`src/rtl/sound_event_seq.sv`:
```
// sound_event_seq: turns single-cycle pong game events into timed,
// non-overlapping beep requests for the tone generator. Each beep is
// followed by a silent gap. Events that arrive while busy wait in one
// pending slot per event type and are served score > paddle > wall.
module sound_event_seq #(
   parameter int unsigned DUR_WALL   = 2_500_000,
   parameter int unsigned DUR_PADDLE = 5_000_000,
   parameter int unsigned DUR_SCORE  = 20_000_000,
   parameter int unsigned GAP        = 1_000_000,
   parameter int unsigned CNT_W      = 25
) (
   input  logic       clk,
   input  logic       rst,
   input  logic       hit_wall,
   input  logic       hit_paddle,
   input  logic       score,
   input  logic       mute,
   output logic       snd_en,
   output logic [1:0] tone_sel,
   output logic       busy
);

   typedef enum logic [1:0] {
      ST_IDLE = 2'd0,
      ST_PLAY = 2'd1,
      ST_GAP  = 2'd2
   } state_t;

   // Counter reload values: the counter runs from N-1 down to 0, so each
   // phase lasts exactly N cycles.
   localparam logic [CNT_W-1:0] LD_WALL   = CNT_W'(DUR_WALL - 1);
   localparam logic [CNT_W-1:0] LD_PADDLE = CNT_W'(DUR_PADDLE - 1);
   localparam logic [CNT_W-1:0] LD_SCORE  = CNT_W'(DUR_SCORE - 1);
   localparam logic [CNT_W-1:0] LD_GAP    = CNT_W'(GAP - 1);
   localparam logic [CNT_W-1:0] CNT_ONE   = CNT_W'(1);

   state_t           state_q, state_d;
   logic [CNT_W-1:0] cnt_q, cnt_d;
   // pend bit 0 = wall, bit 1 = paddle, bit 2 = score
   logic [2:0]       pend_q, pend_d;
   logic             snd_en_q, snd_en_d;
   logic [1:0]       tone_q, tone_d;
   logic             busy_q, busy_d;

   logic [2:0]       ev;
   logic [2:0]       cand;

   // Same-cycle pulses are merged with the pending slots; duplicates collapse.
   assign ev   = {score, hit_paddle, hit_wall};
   assign cand = pend_q | ev;

   // Next-state, pending latch, counter and registered-output computation.
   always_comb begin
      state_d  = state_q;
      cnt_d    = cnt_q;
      pend_d   = pend_q;
      snd_en_d = snd_en_q;
      tone_d   = tone_q;
      busy_d   = busy_q;
      if (mute) begin
         // Mute overrides everything and flushes queued events.
         state_d  = ST_IDLE;
         cnt_d    = '0;
         pend_d   = '0;
         snd_en_d = 1'b0;
         tone_d   = 2'd0;
         busy_d   = 1'b0;
      end else begin
         case (state_q)
            ST_IDLE: begin
               snd_en_d = 1'b0;
               tone_d   = 2'd0;
               busy_d   = 1'b0;
               pend_d   = cand;
               if (cand != 3'b000) begin
                  // Launch the highest-priority source; clearing its slot here
                  // also swallows a same-type pulse arriving on this edge.
                  state_d  = ST_PLAY;
                  snd_en_d = 1'b1;
                  busy_d   = 1'b1;
                  if (cand[2]) begin
                     tone_d = 2'd3;
                     cnt_d  = LD_SCORE;
                     pend_d = cand & 3'b011;
                  end else if (cand[1]) begin
                     tone_d = 2'd2;
                     cnt_d  = LD_PADDLE;
                     pend_d = cand & 3'b101;
                  end else begin
                     tone_d = 2'd1;
                     cnt_d  = LD_WALL;
                     pend_d = cand & 3'b110;
                  end
               end
            end
            ST_PLAY: begin
               pend_d = cand;
               if (cnt_q == '0) begin
                  state_d  = ST_GAP;
                  cnt_d    = LD_GAP;
                  snd_en_d = 1'b0;
                  tone_d   = 2'd0;
               end else begin
                  cnt_d = cnt_q - CNT_ONE;
               end
            end
            ST_GAP: begin
               pend_d = cand;
               if (cnt_q == '0) begin
                  // Return to IDLE for one cycle; a queued beep launches from there.
                  state_d = ST_IDLE;
                  busy_d  = 1'b0;
               end else begin
                  cnt_d = cnt_q - CNT_ONE;
               end
            end
            default: begin
               state_d  = ST_IDLE;
               cnt_d    = '0;
               pend_d   = '0;
               snd_en_d = 1'b0;
               tone_d   = 2'd0;
               busy_d   = 1'b0;
            end
         endcase
      end
   end

   // State, counter, pending slots and outputs, cleared asynchronously.
   always_ff @(posedge clk or negedge rst) begin
      if (!rst) begin
         state_q  <= ST_IDLE;
         cnt_q    <= '0;
         pend_q   <= '0;
         snd_en_q <= 1'b0;
         tone_q   <= 2'd0;
         busy_q   <= 1'b0;
      end else begin
         state_q  <= state_d;
         cnt_q    <= cnt_d;
         pend_q   <= pend_d;
         snd_en_q <= snd_en_d;
         tone_q   <= tone_d;
         busy_q   <= busy_d;
      end
   end

   assign snd_en   = snd_en_q;
   assign tone_sel = tone_q;
   assign busy     = busy_q;

endmodule

```
`config.mk`:
```
export PLATFORM = sky130hd
export DESIGN_NAME = sound_event_seq
export DESIGN_NICKNAME = d
export VERILOG_FILES = /design/src/rtl/sound_event_seq.sv
export SDC_FILE = /design/constraint.sdc
export NUM_CORES = 1
export LEC_CHECK = 0
export CORE_ASPECT_RATIO = 1.25
export CORE_MARGIN = 2
export CORE_UTILIZATION = 55
export DETAILED_ROUTE_END_ITERATION = 6
export DONT_BUFFER_PORTS = 1
export PLACE_DENSITY_LB_ADDON = 0.05
export SLEW_MARGIN = 20
export SYNTH_ARGS = -nofsm -noshare
export SYNTH_HDL_FRONTEND = slang
export SYNTH_SLANG_ARGS = --single-unit
```
`constraint.sdc`:
```
create_clock -name clk -period 2.2 [get_ports clk]
set_clock_uncertainty 0.2 [all_clocks]
set_input_delay 0.33 -clock clk [delete_from_list [all_inputs] [get_ports clk]]
set_output_delay 0.33 -clock clk [all_outputs]
set_load 0.05 [all_outputs]
```
==> impl_metrics.ini, run 1 <==
[status]
outcome = complete, but fails checks
violations = setup timing

[timing]
tns_ns = -0.323
fin_crit_ns = 2.31
worst_pin_slew_ns = 0.508
hold_viol = 0
fin_crit_sh_pct = 105
max_slew_margin_pct = 65.9
fmax_mhz = 432
setup_viol = 8
slew_viol_final = 0
rsz0062_at_grt = yes
setup_slack_ns = -0.112

[run]
cap_violations = 0

[global_routing]
gr-usage-met1_pct = 45.2
gr-usage-met3_pct = 6.66
grt.overflow.total = 0
gr-usage-met2_pct = 63.9
grt_pass1_vias = 2776
groute.usage.overall_pct = 36.7
grt_pass1_wl_mm = 14.2
antenna_found_initial = 0
grt_start_max_net_pins = 35
grt-busiest-layer = met2

[cts]
clock_latency_ns = 0.29
numCtsBuffers = 5
cts.sinks = 34
cts_tree = yes
cts_buffer_depth = 2
htree_levels = 2
clkTransAtPathRegs_ns = 0.07
cts_root_buf = clkbuf_8

[placed_design]
port_buffers = 0
gp_congestion = 0.966
placedCellCount = 406
post-place-ws_ns = -0.0789
dp_hpwl_mm = 6.49

[drt]
drc_errors = 0
first_pass_iters = 6
wl_mm = 9.33
vias = 2922
final_antenna_net_count = 0
via_per_inst = 6.76
avgRoutedWirePerCell_um = 21.6
drt_iter0_drc = 309

[worst_hold_path]
hp-class = input pin to register

[final_layout]
final_common_cell = buf_4
fin_util_pct = 82.7
stdcell_count = 432
fillerInstances = 277
nets = 386
syn_to_final_growth_pct = 46.0
drive_above_1_share_pct = 42.8
mostFrequentLayoutCells = buf_4 (77), dfrtp_1 (33), nor2_1 (19), nand2_1 (17), o211ai_1 (16)
n_antenna_cell = 0
regArea_um2 = 852
multi_input_area_mm2 = 0.00178

[die]
start_util_pct = 56.6
placementRows = 27
die_x_um = 63.9
die-area_mm2 = 0.00504
core_area_mm2 = 0.00436
io_pins = 10
fp.dieH_um = 78.9

[synth]
synth-seq-area-share_pct = 34.5
yosysWarnings = 0
avgSynthCellArea_um2 = 8.48
synth_seq_cells = 34
synth_nets = 303
yosysUniqueCellTypes = 53
synth_area_mm2 = 0.00247
synthCells = 291

[worst_setup_path]
r2r_slack_ns = -0.11
arrival_ns = 2.34
end_kind = register
required_ns = 2.23
cp_max_fo = 3
start_kind = register
crit_type = register to register

[pwr]
total_power_mw = 5.27
power_density_mw_per_mm2 = 1460
max-vdd-ir-drop_mv = 0.983
leakagePower_nw = 1.52
[timing repair]
action	in CTS	in global routing
hold buffers	3	0
cloned	0	2
setup endpoints to repair	23	28
gates resized for setup	20	60
endpoints found under the hold margin	40	0
pin swaps	12	22
buffers inserted	8	6
[worst paths after layout]
| kind | startpoint | end | depth (start not counted) |
|---|---|---|---|
| worst max-delay path | cnt_q[1]$_DFFE_PN0P_ | cnt_q[21]$_DFFE_PN0P_ | 6 |
| worst min-delay path | mute | busy$_DFFE_PN0P_ | 3 |
| worst max register to register | cnt_q[1]$_DFFE_PN0P_ | cnt_q[21]$_DFFE_PN0P_ | 6 |
| worst min register to register | cnt_q[5]$_DFFE_PN0P_ | cnt_q[5]$_DFFE_PN0P_ | 2 |
| max in group asynchronous | rst | cnt_q[8]$_DFFE_PN0P_ | 2 |
| min in group asynchronous | rst | cnt_q[14]$_DFFE_PN0P_ | 2 |
[sequential cells by signal, indices dropped and copies added, names as in the netlist]
signal,cells
cnt_q,25
tone_sel,2
busy,1
pend_q,3
snd_en,1
state_q,2
[Yosys cell counts (all sizes together)]
library cell	count	share of area [%]
buf	4	1.3
dfrtp	34	34
nor2	21	3.2
o21a	3	0.91
nand3	12	2.4
o21ai	26	5.3
nor4b	1	0.35
a21boi	1	0.30
ha	6	3.0
nor3	17	4.5
o311a	3	1.2
nor4	8	3.2
or4	7	2.3
a21o	1	0.30
or3	7	1.8
a311oi	1	0.35
nand2	28	4.4
a211oi	5	1.5
nand4	13	4.2
o22ai	3	0.76
clkbuf	11	1.7
a221oi	2	0.71
a2bb2oi	4	1.4
nor2b	3	0.76
o31ai	2	0.81
nand2b	3	0.76
a31oi	3	0.76
or2	6	1.5
o2111ai	2	0.71
mux2i	1	0.41
o31a	2	0.71
a2111oi	2	0.71
inv	8	1.2
o41ai	3	1.8
nor3b	2	0.61
a32oi	1	0.35
a22oi	5	1.5
o211ai	16	4.9
and2	2	0.51
and3	1	0.25
a21oi	11	2.2
[power by group]
group	switching (mW)	leakage, nW	internal, mW
Combinational	2.00	1.04	1.61
Clock	0.227	0.0383	0.218
Sequential	0.364	0.446	0.849
Total	2.59	1.52	2.68
[final cells by class]
class                      count  area share, %
clock buffer                   7           2.12
inverter                       8          0.833
tap                           58           2.01
sequential                    34           23.6
timing repair buffer          91           22.1
multi-input combinational    234           49.3
[layer usage]
layer  share of wire, %  routed length [um]
met5                  0                   0
met4                4.1                 380
met3                8.0                 750
met2                 50                4670
met1                 38                3540
[cell families after synthesis]
family	Yosys count	share of synthesized area [%]
muxes	1	0.405
DFF	34	34.5
adders and majority gates	6	3.04
and+or+nand+nor	131	30.7
buffers and inverters	23	4.16
AOI/OAI and AO/OA	96	27.3
[metrics by stage]
| stage | cell area [um2] | hold slack, ns |
|---|---|---|
| 3_5_place_dp | 3060 | -0.165 |
| 6_report | 3600 | 0.0838 |
| 2_1_floorplan | 2480 | -0.166 |
| 3_3_place_gp | 3060 | -0.165 |
| 4_1_cts | 3310 | 0.0877 |
| 5_1_grt | 3600 | 0.108 |
[critical path, cell delays in order (launching register included)]
cell and delay, ns:
dfrtp_1 0.39, buf_4 0.16, or3_1 0.42, nor2_1 0.25, o211ai_1 0.17, or4_1 0.54
nand3_1 0.12
Note: power is estimated with default switching activity, not from simulation.
==> run 2: changes to the inputs <==
--- a/config.mk
+++ b/config.mk
@@ -11,6 +11,7 @@
 export DETAILED_ROUTE_END_ITERATION = 6
 export DONT_BUFFER_PORTS = 1
 export PLACE_DENSITY_LB_ADDON = 0.05
+export SKIP_CTS_REPAIR_TIMING = 1
 export SLEW_MARGIN = 20
 export SYNTH_ARGS = -nofsm -noshare
 export SYNTH_HDL_FRONTEND = slang
==> constraint.sdc (replaced) <==
create_clock -name clk -period 2.2 [get_ports clk]
set_clock_uncertainty 0.2 [all_clocks]
set_input_delay 0.33 -clock clk [delete_from_list [all_inputs] [get_ports clk]]
set_output_delay 0.33 -clock clk [all_outputs]
set_load 0.005 [all_outputs]
==> run 2 against run 1 <==
- fmax shrank 1.2%
- highest routed layer unchanged
- non-clock buffer count rose by 4
- setup slack worse by 0.029 ns
- the run still ends with setup timing left
- die area did not move
- register-to-register slack worse by 0.03 ns
- clock power is 1% lower
- hold slack improved by 0.0056 ns
- global-route usage fell by 1.2 points
- count of clock-buffer cells in the layout is the same
- wire length up 0.72%
- combinational power fell by 3%
==> impl_metrics.ini, run 2 (same netlist as run 1, synthesis figures left out) <==
[cts]
numCtsBuffers = 5
cts_root_buf = clkbuf_8
cts.sinks = 34
clkTransAtPathRegs_ns = 0.07
clock_latency_ns = 0.29
cts_tree = yes
cts_buffer_depth = 2
htree_levels = 2

[worst_setup_path]
crit_chain = inv_2 -> ha_4 -> nor3b_4 -> buf_4 -> nand4_1 -> a2111oi_1 -> o211ai_1 -> o211ai_1
arrival_ns = 2.34
cp_slowest_cell = a2111oi_1
crit_type = register to register
end_kind = register
r2r-start = cnt_q[0]$_DFFE_PN0P_
path_depth = 8
critPathMaxStageDelay_ns = 0.55
path_buf_inv = 2
critPathLaunch = cnt_q[0]$_DFFE_PN0P_
r2r_slack_ns = -0.14
endpoint = cnt_q[17]$_DFFE_PN0P_
cp_max_fo = 4
required_ns = 2.20
crit_family = compound AO/OA/AOI/OAI gates
timing.rr.end = cnt_q[17]$_DFFE_PN0P_
rr_worst_depth = 8
start_kind = register
cp_common_cell = o211ai_1

[global_routing]
grt.overflow.total = 0
grt_pass1_vias = 2697
groute.usage.overall_pct = 35.5
grt_pass1_wl_mm = 13.8
grt_start_max_net_pins = 35
antenna_found_initial = 0

[drt]
first_pass_iters = 6
avgRoutedWirePerCell_um = 21.6
wl_mm = 9.40
drc_errors = 0
drt_iter0_drc = 333
final_antenna_net_count = 0
vias = 2962
via_per_inst = 6.79

[pwr]
leakagePower_nw = 1.49
net-switching-power_mw = 2.41
p_int_mw = 2.63
clkPwrFrac_pct = 8.7
pwr-share-comb_pct = 69.4
p_seq_share_pct = 21.9
power_density_mw_per_mm2 = 1410
max-vdd-ir-drop_mv = 0.921
switching_share_pct = 47.8

[run]
cap_violations = 0

[status]
outcome = complete, but fails checks
violations = setup timing

[final_layout]
stdcell_count = 436
multi_input_area_mm2 = 0.00171
nets = 390
largest_register_ffs = 25
n_antenna_cell = 0
syn_to_final_growth_pct = 44.6
finalInstanceArea_mm2 = 0.00357
fillerInstances = 289
regArea_um2 = 853
top_regs = cnt_q (25), pend_q (3)
final_common_cell = buf_4
largest-register = cnt_q
mostFrequentLayoutCells = buf_4 (79), dfrtp_1 (32), nand2_1 (22), nor2_1 (19), o211ai_1 (16)
drive_above_1_share_pct = 40.2

[timing]
rsz0062_at_grt = yes
tns_ns = -1.00
setup_viol = 24
setup_slack_ns = -0.141
hold_viol = 0
worst_pin_slew_ns = 0.498
max_slew_margin_pct = 66.6
slew_viol_final = 0
fin_crit_sh_pct = 106
fmax_mhz = 427
fin_crit_ns = 2.34

[placed_design]
gp_congestion = 0.966
dp_hpwl_mm = 6.49
port_buffers = 0
post_dp_cell_area_mm2 = 0.00306
placedCellCount = 406
post-place-ws_ns = -0.0789

[die]
die-area_mm2 = 0.00504
core_area_mm2 = 0.00436
placementRows = 27
die_x_um = 63.9
start_util_pct = 56.6
io_pins = 10
fp.dieH_um = 78.9

[worst_hold_path]
hp-class = input pin to register
[run 2: layout make-up]
type	count	area share [%]
clock buffer	7	2.14
tap	58	2.03
multi-input combinational	234	47.9
sequential	34	23.9
inverter	8	0.842
timing repair buffer	95	23.2
[run 2: metal layers]
metal / share of wire [%] / GRT usage, %
met5: 0 / 0
met4: 4.3 / 11.7
met3: 7.5 / 6.23
met2: 49 / 61.7
met1: 39 / 44.3
[run 2: worst min-delay path by stage]
stage,to,depth (start not counted),start
4_1_cts,cnt_q[20]$_DFFE_PN0P_,0,rst
2_1_floorplan,busy$_DFFE_PN0P_,0,rst
6_report,busy$_DFFE_PN0P_,3,mute
3_3_place_gp,cnt_q[15]$_DFFE_PN0P_,0,rst
5_1_grt,pend_q[0]$_DFF_PN0_,2,hit_wall
3_5_place_dp,cnt_q[16]$_DFFE_PN0P_,0,rst
[run 2: per-stage QoR]
stage               util, %  power [mW]  hold slack, ns
global route           81.9        5.31           0.108
global placement       70.2        4.01          -0.165
detailed placement     70.2        4.04          -0.165
floorplan                 -        2.66          -0.166
CTS                    72.0        4.49          -0.472
finish                 81.9        5.04          0.0894
[run 2: worst reg2reg max path, delay by kind of cell (launching register included)]
family / cells / cell delay [ns]
fa+ha+maj: 1 / 0.14
buf+inv: 2 / 0.25
compound gates: 3 / 0.85
simple gates: 2 / 0.43
flops: 1 / 0.39
[run 2: power groups by stage]
stage | Sequential, mW | Clock [mW] | Combinational [mW]
after floorplan | 1.08 | 0 | 1.58
after global placement | 1.08 | 0 | 2.93
after detailed placement | 1.09 | 0 | 2.94
after CTS | 1.09 | 0.446 | 2.96
after global routing | 1.13 | 0.464 | 3.71
final | 1.10 | 0.440 | 3.50
